[src/rtl/multicycle_ctrl.sv]
// rtl/multicycle_ctrl.sv - multicycle MIPS-subset control FSM; jal decode enabled by MULTICYCLE_CTRL_JAL_EN
module multicycle_ctrl #(
    parameter int ALUCTR_W = 4,
    parameter int CNT_W    = 32
) (
    input  logic                clk,
    input  logic                rst_n,
    input  logic [5:0]          OP,
    input  logic [5:0]          func,
    input  logic                zero,
    input  logic                mem_ready,
    output logic                IorD,
    output logic                MemRd,
    output logic                MemWr,
    output logic                IRWr,
    output logic                PCWr,
    output logic [1:0]          PCsrc,
    output logic [1:0]          RegDst,
    output logic                ALUsrcA,
    output logic [1:0]          ALUsrcB,
    output logic [ALUCTR_W-1:0] ALUctr,
    output logic                ExtOp,
    output logic                MemtoReg,
    output logic                RegWr,
    output logic                retire,
    output logic                illegal,
    output logic [3:0]          state,
    output logic [CNT_W-1:0]    instret
);

    typedef enum logic [2:0] {
        FETCH  = 3'd0,
        DECODE = 3'd1,
        EXEC   = 3'd2,
        MEM    = 3'd3,
        WB     = 3'd4,
        TRAP   = 3'd5
    } state_t;

    localparam logic [5:0] OP_R     = 6'b000000;
    localparam logic [5:0] OP_J     = 6'b000010;
    localparam logic [5:0] OP_BEQ   = 6'b000100;
    localparam logic [5:0] OP_BNE   = 6'b000101;
    localparam logic [5:0] OP_ADDIU = 6'b001001;
    localparam logic [5:0] OP_ORI   = 6'b001101;
    localparam logic [5:0] OP_LUI   = 6'b001111;
    localparam logic [5:0] OP_LW    = 6'b100011;
    localparam logic [5:0] OP_SW    = 6'b101011;
`ifdef MULTICYCLE_CTRL_JAL_EN
    localparam logic [5:0] OP_JAL   = 6'b000011;
`endif

    localparam logic [3:0] ALU_ADDU = 4'b0000;
    localparam logic [3:0] ALU_ADD  = 4'b0001;
    localparam logic [3:0] ALU_OR   = 4'b0010;
    localparam logic [3:0] ALU_AND  = 4'b0011;
    localparam logic [3:0] ALU_SUBU = 4'b0100;
    localparam logic [3:0] ALU_SUB  = 4'b0101;
    localparam logic [3:0] ALU_SLTU = 4'b0110;
    localparam logic [3:0] ALU_SLT  = 4'b0111;
    localparam logic [3:0] ALU_LUI  = 4'b1000;

    function automatic logic func_ok(input logic [5:0] f);
        case (f)
            6'b100000, 6'b100001, 6'b100010, 6'b100011,
            6'b100100, 6'b100101, 6'b101010, 6'b101011: func_ok = 1'b1;
            default:                                    func_ok = 1'b0;
        endcase
    endfunction

    function automatic logic [3:0] func_alu(input logic [5:0] f);
        case (f)
            6'b100000: func_alu = ALU_ADD;
            6'b100001: func_alu = ALU_ADDU;
            6'b100010: func_alu = ALU_SUB;
            6'b100011: func_alu = ALU_SUBU;
            6'b100100: func_alu = ALU_AND;
            6'b100101: func_alu = ALU_OR;
            6'b101010: func_alu = ALU_SLT;
            6'b101011: func_alu = ALU_SLTU;
            default:   func_alu = ALU_ADDU;
        endcase
    endfunction

    function automatic logic [3:0] ialu_alu(input logic [5:0] o);
        case (o)
            OP_ORI:  ialu_alu = ALU_OR;
            OP_LUI:  ialu_alu = ALU_LUI;
            default: ialu_alu = ALU_ADDU;
        endcase
    endfunction

    function automatic logic op_ok(input logic [5:0] o, input logic [5:0] f);
        case (o)
            OP_R:                              op_ok = func_ok(f);
            OP_J, OP_BEQ, OP_BNE, OP_ADDIU,
            OP_ORI, OP_LUI, OP_LW, OP_SW:      op_ok = 1'b1;
`ifdef MULTICYCLE_CTRL_JAL_EN
            OP_JAL:                            op_ok = 1'b1;
`endif
            default:                           op_ok = 1'b0;
        endcase
    endfunction

    state_t     state_q, state_d;
    logic [5:0] op_q, func_q;
    logic [3:0] aluc;
    logic       is_r, is_ialu, is_lw, is_sw, is_br;

    assign is_r    = (op_q == OP_R);
    assign is_ialu = (op_q == OP_ORI) || (op_q == OP_ADDIU) || (op_q == OP_LUI);
    assign is_lw   = (op_q == OP_LW);
    assign is_sw   = (op_q == OP_SW);
    assign is_br   = (op_q == OP_BEQ) || (op_q == OP_BNE);

    always_comb begin
        state_d  = state_q;
        IorD     = 1'b0;
        MemRd    = 1'b0;
        MemWr    = 1'b0;
        IRWr     = 1'b0;
        PCWr     = 1'b0;
        PCsrc    = 2'b00;
        RegDst   = 2'b00;
        ALUsrcA  = 1'b0;
        ALUsrcB  = 2'b00;
        aluc     = ALU_ADDU;
        ExtOp    = 1'b0;
        MemtoReg = 1'b0;
        RegWr    = 1'b0;
        retire   = 1'b0;
        illegal  = 1'b0;
        case (state_q)
            FETCH: begin
                MemRd   = 1'b1;
                ALUsrcB = 2'b01;
                // Write strobes stay low while reset holds the FSM here.
                if (mem_ready && rst_n) begin
                    IRWr    = 1'b1;
                    PCWr    = 1'b1;
                    state_d = DECODE;
                end
            end
            DECODE: begin
                ALUsrcB = 2'b11;
                ExtOp   = 1'b1;
                state_d = op_ok(OP, func) ? EXEC : TRAP;
            end
            EXEC: begin
                state_d = FETCH;
                if (is_r) begin
                    ALUsrcA = 1'b1;
                    aluc    = func_alu(func_q);
                    state_d = WB;
                end else if (is_ialu) begin
                    ALUsrcA = 1'b1;
                    ALUsrcB = 2'b10;
                    ExtOp   = (op_q == OP_ADDIU);
                    aluc    = ialu_alu(op_q);
                    state_d = WB;
                end else if (is_lw || is_sw) begin
                    ALUsrcA = 1'b1;
                    ALUsrcB = 2'b10;
                    ExtOp   = 1'b1;
                    state_d = MEM;
                end else if (is_br) begin
                    ALUsrcA = 1'b1;
                    aluc    = ALU_SUBU;
                    PCsrc   = 2'b01;
                    PCWr    = (op_q == OP_BEQ) ? zero : !zero;
                    retire  = 1'b1;
                end else if (op_q == OP_J) begin
                    PCsrc   = 2'b10;
                    PCWr    = 1'b1;
                    retire  = 1'b1;
                end
`ifdef MULTICYCLE_CTRL_JAL_EN
                else if (op_q == OP_JAL) begin
                    PCsrc   = 2'b10;
                    PCWr    = 1'b1;
                    RegWr   = 1'b1;
                    RegDst  = 2'b10;
                    retire  = 1'b1;
                end
`endif
            end
            MEM: begin
                IorD  = 1'b1;
                MemRd = is_lw;
                MemWr = is_sw;
                if (mem_ready) begin
                    if (is_lw) begin
                        state_d = WB;
                    end else begin
                        retire  = is_sw;
                        state_d = FETCH;
                    end
                end
            end
            WB: begin
                RegWr    = 1'b1;
                RegDst   = is_r ? 2'b01 : 2'b00;
                MemtoReg = is_lw;
                retire   = 1'b1;
                // Keep the ALU op visible through write-back for ALU-class instructions.
                if (is_r)         aluc = func_alu(func_q);
                else if (is_ialu) aluc = ialu_alu(op_q);
                state_d  = FETCH;
            end
            TRAP: begin
                illegal = 1'b1;
            end
            default: begin
                state_d = FETCH;
            end
        endcase
    end

    always_comb begin
        ALUctr      = '0;
        ALUctr[3:0] = aluc;
    end

    assign state = {1'b0, state_q};

    always_ff @(posedge clk or negedge rst_n) begin
        if (!rst_n) begin
            state_q <= FETCH;
            op_q    <= '0;
            func_q  <= '0;
            instret <= '0;
        end else begin
            state_q <= state_d;
            if (state_q == DECODE) begin
                op_q   <= OP;
                func_q <= func;
            end
            if (retire) begin
                instret <= instret + CNT_W'(1);
            end
        end
    end

endmodule

[config.mk]
export PLATFORM = sky130hd
export DESIGN_NAME = multicycle_ctrl
export DESIGN_NICKNAME = d
export VERILOG_FILES = /design/src/rtl/multicycle_ctrl.sv
export SDC_FILE = /design/constraint.sdc
export NUM_CORES = 1
export LEC_CHECK = 0
export ABC_AREA = 0
export CAP_MARGIN = 20
export CORE_MARGIN = 2
export CORE_UTILIZATION = 34
export DETAILED_ROUTE_END_ITERATION = 10
export GPL_ROUTABILITY_DRIVEN = 0
export GPL_TIMING_DRIVEN = 0
export HOLD_SLACK_MARGIN = 0.02
export PLACE_DENSITY_LB_ADDON = 0.08
export REMOVE_ABC_BUFFERS = 1
export SYNTH_ARGS = -nofsm -noshare
export SYNTH_HDL_FRONTEND = slang
export SYNTH_SLANG_ARGS = --single-unit
[constraint.sdc]
create_clock -name clk -period 2.9 [get_ports clk]
set_clock_uncertainty 0.2 [all_clocks]
set_input_delay 0.29 -clock clk [delete_from_list [all_inputs] [get_ports clk]]
set_output_delay 0.29 -clock clk [all_outputs]
set_load 0.01 [all_outputs]
; ---- Word level (Yosys, flattened, before mapping)
; Cells that the tools add are included.
[totals]
regBits = 47
inputBits = 16
latch_bits = 0
mem_bits_ro = 0
word_cells = 119
out_inout_bits = 57
mem_count = 0
ram_bits = 0
[classes]
mul = 0
shift = 0
n_bitwise = 1
add_sub_neg = 1
n_div = 0
n_reduce_logical = 12
mux = 63
eq_ne = 38
order_cmp = 0
[ops]
columns = op, n
row1 = $eq 6x6->1 const B, 19
row2 = $eq 6x4->1 const B, 6
row3 = $add 32x1->32 const B, 1
row4 = $mux 1, 31
row5 = $eq 6x3->1 const B, 4
row6 = $mux 3, 8
row7 = $pmux 3 s7, 1
row8 = $mux 2, 10
row9 = $mux 4, 4
row10 = $pmux 4 s2, 2
row11 = $reduce_or 8->1, 2
row12 = $pmux 3 s5, 1
row13 = $eq 6x2->1 const B, 2
row14 = $logic_not 6->1, 2
row15 = $pmux 1 s2, 4
row16 = $eq 3x2->1 const B, 2
row17 = $eq 3x3->1 const B, 2
row18 = $pmux 2 s3, 1
row19 = $logic_or 1x1->1, 4
row20 = $ne 2x2->1 const B, 2
row21 = $eq 3x1->1 const B, 1
row22 = $logic_not 3->1, 1
row23 = $pmux 1 s3, 1
row24 = $reduce_and 3->1, 1
row25 = other kinds (3), 3

; ---- Logic depth before layout (Yosys ltp)
; Gate-level depths: netlist of run 1.
[logic_depth]
word_depth = 7
depth_mapped = 9
mapped_depth_nobuf = 6

; ---- Worst setup path before layout of run 1
; No wires, ideal clock.
[synth_timing]
path_type = reg2reg
from = reg state_q[0]
to = reg instret[20]
setup_time_ps = 79
arrival_time_ps = 2191
path_slack_ps = 429
n_path_buf = 3
stages_incl_launch_ff = 9
required_time_ps = 2621
period_less_slack_ps = 2471
path_cell_list = dfrtp_1 -> buf_2 -> or3b_4 -> a2111o_1 -> and3_1 -> buf_6 -> buf_12 -> nor4_2 -> xor2_1
[synth_via]
elab_chain_len = 2
word_cells_on_any_way = 4
cone_classes = eq/ne (3) / mux (1)
[synth_lines]
columns = item, line_no
row1 = from (decl), 105  ; state_t state_q, state_d;
row2 = from (signal assigned), 233  ; state_q <= state_d;
row3 = $eq 3x3->1 or $eq 3x2->1 (tied branches), 133  ; case (state_q)
row4 = $pmux 1 s3 (*), 133
row5 = to (signal assigned), 239  ; instret <= instret + CNT_W'(1);
row6 = to (decl), 28  ; output logic [CNT_W-1:0] instret
; Every way passes the cells marked *; elsewhere a longest branch is shown, timed or not.
; A chain may end at the register's enable or synchronous reset.

; ---- Worst setup path in the final report of run 1
[layout_timing]
from = reg op_q[2]
to = out MemRd
[layout_via]
elab_chain_len = 2
[layout_lines]
columns = item, line_no
row1 = from (decl), 106  ; logic [5:0] op_q, func_q;
row2 = from (signal assigned), 229  ; op_q <= '0;
row3 = from (signal assigned), 235  ; op_q <= OP;
row4 = $eq 6x6->1, 112  ; assign is_lw = (op_q == OP_LW);
row5 = $pmux 1 s2, 133
row6 = to (decl), 13  ; output logic MemRd,
; No other way between the ends.

==> metrics.md, run 1 <==
| Metric | Value |
|---|---|
| CTS tree | `built` |
| Clk sink count | `47` |
| Yosys reg bits | `47` |
| Combinational share of power | `46.0%` |
| Achievable Freq | `360 MHz` |
| Wire per inst | `15.0 um` |
| Sw Pwr | `0.989 mW` |
| Max-cap check violation count | `0` |
| Required @ worst endpoint | `2.41 ns` |
| Total CTS buffers | `5` |
| RSZ-0062 raised after global routing | `false` |
| Port Buf Inserts | `70` |
| Worst Setup End Kind | `output pin` |
| Setup CP Type | `flip-flop to output pin` |
| Setup violations, final | `0` |
| Num rows | `32` |
| Clock Latency Late Sink | `0.31 ns` |
| Final slew viol count | `0` |
| Drt first pass iters | `4` |
| Worst-Margin Slew | `0.504 ns` |
| Post-layout min period | `2.78 ns` |
| Post-layout power | `2.66 mW` |
| Die height | `93.5 um` |
| Setup slack, reg-to-reg | `0.42 ns` |
| Reg-to-reg startpoint | `state_q[2]$_DFFE_PN0P_` |
| Cell Pwr Density | `712 nW/um2` |
| Pint | `1.67 mW` |
| Largest net degree at the start of global routing | `33` |
| Synth Cell Area | `2730 um2` |
| Nets | `365` |
| CP Launch Type | `flip-flop` |
| Die footprint | `8750 um2` |
| Leakage | `1.51 nW` |
| Fin util | `48.3%` |
| Area Growth Syn to Fin | `37.0%` |
| Worst-case hold slack | `0.191 ns` |
| Sequential power share | `36.1%` |
| Met3 global-route usage | `3.95%` |
| Final HPWL DP | `4710 um` |
| Final Hold Fails | `0` |
| Finished Layout Cells | `450` |
| TNS Setup | `0 ns` |
| Gr ovfl total | `0` |
| Most frequent CP cell | `buf_4` |
| Crit Path Max Fanout | `6` |
| Max clock buf depth | `2` |
| Worst-path clk slew | `0.08 ns` |
| Synth cell types | `59` |
| Total GRT Usage | `16.3%` |
| Post-synth EDFFs | `0` |
| Most used routing layer | `met2` |
| CP cell instances | `buf_4 -> buf_4 -> and3b_2 -> nand2_1 -> nor3_1 -> o21a_1 -> clkdlybuf4s50_1` |
| Post-synthesis sequential area ratio | `43.2%` |
| Filler instances | `753` |
| Post-route antenna net violation count | `0` |
| Slew headroom | `66.2%` |
| First-pass GRT wire length | `11,300 um` |
| Number of inserted diodes | `0` |
| Post-synth top area share | `43.2%` |
| Peak VDD IR | `255 uV` |
| Crit path largest cell delay | `0.53 ns` |
| Status | `complete, no violations` |
| Final instance area | `3730 um2` |
| Via density | `5.01` |
| Final worst slack | `0.121 ns` |
| Syn avg cell area | `10.1 um2` |
| Worst R2R Path Depth | `6` |
| Ports | `73` |
| Via count | `2,254` |
| Leading area contributor after synthesis | `dfrtp_1` |
| Period utilisation layout | `95.8%` |
| Switching share of power | `37.2%` |
| Grt met2 use | `23.9%` |
| Hold crit path type | `input port to async pin` |
| Detailed Route WL | `6760 um` |
| Share of layout cells above drive strength 1 | `17.2%` |
| Root buf cell | `clkbuf_8` |
| Iter 0 DRT Violations | `96` |
| RR Endpoint | `instret[25]$_DFFE_PN0P_` |
| Placed Area | `3490 um2` |
| Initial Util | `35.3%` |
| Clock share of power | `17.9%` |
| Dpl ws | `-0.403 ns` |
| Count leader, synth | `dfrtp_1` |
| Die width | `93.5 um` |
| Crit-path slowest cell | `clkdlybuf4s50_1` |
| Vias in the first global route | `2,171` |
| DRC errors left | `0` |
| Worst EP arrival | `2.29 ns` |
| Met1 usage | `23.7%` |
| Initial antenna violation count | `0` |
| Synth top area cells | `dfrtp_1, xor2_1, mux2_2, nand2_1, xnor2_1` |
| Yosys warning count | `0` |
| Top post-synthesis cells by count | `dfrtp_1, nand2_1, xor2_1, nor2_1` |
| Placed Instances | `430` |
| Ys async rst share | `100%` |
| Cells after Synth | `271` |
| Synth Flop Type | `dfrtp_1` |
| Area of the core | `7730 um2` |
| Htree depth | `2` |
==> cells by family (layout without fill, tap and decap cells) <==
group                    count (synthesis)  count (layout)  synth area share [%]
AO/OA/AOI/OAI                           28              28                  7.35
buffers and inverters                   23              99                  4.87
other                                    1               2                 0.138
flip-flops                              47              47                  43.2
AND/OR/NAND/NOR                        124             124                  27.7
XOR/XNOR                                33              33                  10.6
adder cells (fa/ha/maj)                  1               1                 0.459
multiplexers                            14              14                  5.69
==> layout by cell type (no fill, tap or decap), types with 3 or more instances in the layout <==
cell	instances
nand4_1	6
nand2b_1	5
and4_1	4
nor3b_1	3
nor3_1	12
dlymetal6s2s_1	3
clkdlybuf4s50_1	63
nor4b_1	4
and3_1	5
o21ai_0	3
nor2_1	20
a21oi_1	6
inv_1	6
nand2_1	26
o21bai_1	3
nand3_1	11
xnor2_1	10
mux2_2	12
or2_2	3
clkbuf_8	5
buf_4	13
dfrtp_1	41
nor4_2	7
dfrtp_2	6
xor2_1	23
==> flip-flops by register name, summed over array words and instances, names as in the netlist <==
| register | count |
|---|---|
| state_q | 3 |
| op_q | 6 |
| func_q | 6 |
| instret | 32 |
==> power groups by stage <==
stage	logic [mW]	registers (mW)	clock network (mW)
2_1_floorplan	0.581	1.00	0
3_3_place_gp	0.961	1.04	0
3_5_place_dp	1.01	1.05	0
4_1_cts	1.22	0.957	0.487
5_1_grt	1.34	0.983	0.509
6_report	1.22	0.960	0.475
==> worst max-delay path: cells and delay by family (launching register included) <==
kind | cells | cell delay [ns]
AND/OR/NAND/NOR | 3 | 0.61
AO/OA/AOI/OAI | 1 | 0.13
flip-flops | 1 | 0.41
buffers and inverters | 3 | 0.83
==> area by class of cell <==
cell class	count	area (um2)	area share (%)
multi-input combinational	202	1450	38.7
sequential	47	1180	31.7
timing repair buffer	85	846	22.7
tap	102	128	3.42
clock buffer	6	72.6	1.94
clock inverter	1	30.0	0.804
inverter	7	27.5	0.737
==> metal layers <==
metal	vias up	routed length [um]
met3	7	369
met4	0	87
met1	1080	3340
li1	1112	-
met2	55	2960
met5	-	0
==> repair_timing <==
action                     4_1_cts  5_1_grt
hold buffers                     1        0
pin swaps                        1        2
hold endpoints to repair        16        0
setup buffers                   10        1
gates resized for setup         15        9
cloned                           0        0
setup endpoints to repair       10        6
==> worst max-delay path by stage <==
stage / from / to / slack, ns / cells after the start
2_1_floorplan: state_q[1]$_DFFE_PN0P_ / instret[5]$_DFFE_PN0P_ / 0.13 / 6
3_3_place_gp: rst_n / PCWr / -1.33 / 6
3_5_place_dp: state_q[1]$_DFFE_PN0P_ / retire / -0.40 / 6
4_1_cts: state_q[2]$_DFFE_PN0P_ / retire / 0.02 / 6
5_1_grt: op_q[2]$_DFFE_PN0P_ / MemRd / 0.005 / 7
6_report: op_q[2]$_DFFE_PN0P_ / MemRd / 0.12 / 7
No activity file was read; power rests on OpenSTA's default activity.
==> run 2, diff against run 1 <==
ABC_CLOCK_PERIOD_IN_PS = 2900   (was default)
GPL_ROUTABILITY_DRIVEN = 1   (was 0)
==> results of run 2 <==
Same layout as run 1: the final DEF is identical, and so are final timing and power.
==> run 3, diff against run 2 <==
SLEW_MARGIN = 20   (was default)
==> metrics.md, run 3 (synthesis results as in run 1) <==
| Metric | Value |
|---|---|
| Status | `complete, no violations` |
| Iter 0 DRT Violations | `109` |
| CP Launch Type | `flip-flop` |
| Biggest register | `instret` |
| Max-cap check violation count | `0` |
| Die footprint | `8750 um2` |
| Setup violations, final | `0` |
| Gr ovfl total | `0` |
| Initial Util | `35.3%` |
| Filler instances | `749` |
| Pint | `1.62 mW` |
| Period utilisation layout | `95.2%` |
| Drt first pass iters | `5` |
| Sequential power share | `37.9%` |
| Final HPWL DP | `4580 um` |
| Largest net degree at the start of global routing | `49` |
| Nets | `361` |
| Clock Latency Late Sink | `0.30 ns` |
| CTS tree | `built` |
| Setup CP Type | `flip-flop to output pin` |
| Commonest non-fill, non-tap cell in the layout | `clkdlybuf4s50_1` |
| Number of inserted diodes | `0` |
| Max clock buf depth | `2` |
| Clock share of power | `17.9%` |
| Initial antenna violation count | `0` |
| Post-layout min period | `2.76 ns` |
| Fin util | `47.7%` |
| Placed Area | `3450 um2` |
| Combinational share of power | `44.2%` |
| Worst-Margin Slew | `0.702 ns` |
| Ports | `73` |
| Leakage | `1.44 nW` |
| Vias in the first global route | `2,208` |
| Die height | `93.5 um` |
| Required @ worst endpoint | `2.41 ns` |
| Total CTS buffers | `5` |
| Register area | `1180 um2` |
| TNS Setup | `0 ns` |
| Multi-input combinational cell area | `1470 um2` |
| First-pass GRT wire length | `11,600 um` |
| Worst EP arrival | `2.27 ns` |
| DRC errors left | `0` |
| Worst-path clk slew | `0.08 ns` |
| Clk sink count | `47` |
| Hold crit path type | `input port to async pin` |
| Area Growth Syn to Fin | `35.3%` |
| RSZ-0062 raised after global routing | `true` |
| Wire per inst | `15.5 um` |
| GPL Wtd Cong | `0.820` |
| Achievable Freq | `362 MHz` |
| Final instance area | `3690 um2` |
| Post-route antenna net violation count | `0` |
| Regs by FF count | `instret: 32 flops, func_q: 6 flops, op_q: 6 flops` |
| Die width | `93.5 um` |
| Htree depth | `2` |
| Final slew viol count | `0` |
| Share of layout cells above drive strength 1 | `16.6%` |
| Cell Pwr Density | `712 nW/um2` |
| Worst Setup End Kind | `output pin` |
| Total GRT Usage | `16.9%` |
| Switching share of power | `38.2%` |
| Max reg flops | `32` |
| Sw Pwr | `1.00 mW` |
| Final Hold Fails | `0` |
| Via density | `5.11` |
| Most frequent cells in the layout | `clkdlybuf4s50_1, dfrtp_1, nand2_1` |
| Num rows | `32` |
| Detailed Route WL | `6930 um` |
| Crit Path Max Fanout | `10` |
| Slew headroom | `53.1%` |
| Port Buf Inserts | `70` |
| Area of the core | `7730 um2` |
| Root buf cell | `clkbuf_8` |
| Via count | `2,277` |
| Peak VDD IR | `230 uV` |
-- run 3: changes by cell type in the layout (fill, tap and decap cells not counted), sizes merged --
| cell | change |
|---|---|
| clkbuf | -1 |
| buf | -5 |
| dlymetal6s2s | -2 |
| clkdlybuf4s50 | +3 |
| and3 | +1 |
-- run 3: per-stage QoR --
stage	hold WS, ns	worst slack [ns]	power [mW]	std cells
after global placement	0.277	-1.33	2.00	428
after detailed placement	0.159	-0.346	2.01	428
after global routing	0.303	-0.0236	2.81	446
final	0.288	0.138	2.62	446
after CTS	0.297	0.00524	2.61	446
after floorplan	-0.206	0.126	1.58	256
-- run 3: area by class of cell --
| class | count | area share [%] |
|---|---|---|
| clock buffers | 6 | 1.97 |
| inverters | 7 | 0.747 |
| flip-flops and latches | 47 | 32.1 |
| clock inverters | 1 | 0.814 |
| well taps | 102 | 3.46 |
| multi-input cells | 203 | 39.7 |
| repair buffers | 80 | 21.1 |
-- run 3: path summary, 6_finish.rpt --
kind | slack, ns | cells past startpoint | end | startpoint
max in group asynchronous | 1.86 | 2 | state_q[2]$_DFFE_PN0P_ | rst_n
hold reg to reg | 0.29 | 1 | instret[16]$_DFFE_PN0P_ | instret[16]$_DFFE_PN0P_
setup / recovery | 0.14 | 6 | ALUctr[2] | op_q[1]$_DFFE_PN0P_
min in group clk | 0.29 | 1 | instret[16]$_DFFE_PN0P_ | instret[16]$_DFFE_PN0P_
hold / removal | 0.29 | 2 | func_q[1]$_DFFE_PN0P_ | rst_n
setup reg to reg | 0.40 | 6 | instret[19]$_DFFE_PN0P_ | state_q[2]$_DFFE_PN0P_
-- run 3: power by group through the flow --
stage	Combinational (mW)	Sequential, mW	Clock (mW)
floorplan	0.581	1.00	0
global placement	0.961	1.04	0
detailed placement	0.971	1.04	0
CTS	1.15	0.974	0.486
global route	1.28	1.02	0.517
finish	1.16	0.995	0.469
-- run 3: what timing repair did --
| item | 4_1_cts | 5_1_grt |
|---|---|---|
| gates cloned | 1 | 0 |
| setup buffers | 9 | 0 |
| setup endpoints to repair | 5 | 4 |
| hold buffers | 1 | 0 |
| resized for setup | 12 | 7 |
| endpoints found under the hold margin | 47 | 0 |
| pin swaps | 2 | 0 |
-- run 3: layer usage --
layer	part of all wire (%)	vias up	GRT usage (%)
li1	-	1109	-
met1	49	1100	24.6
met2	44	59	24.2
met3	5.4	9	4.03
met4	1.5	0	6.25
met5	0	-	0
-- run 3: critical path, cell delays in order, from the launching register on --
cell and delay [ns]:
dfrtp_2 0.48, nor4_4 0.30, nand2_1 0.14, nor3b_2 0.20, nand3_1 0.13, o21bai_1 0.17, clkdlybuf4s50_1 0.55
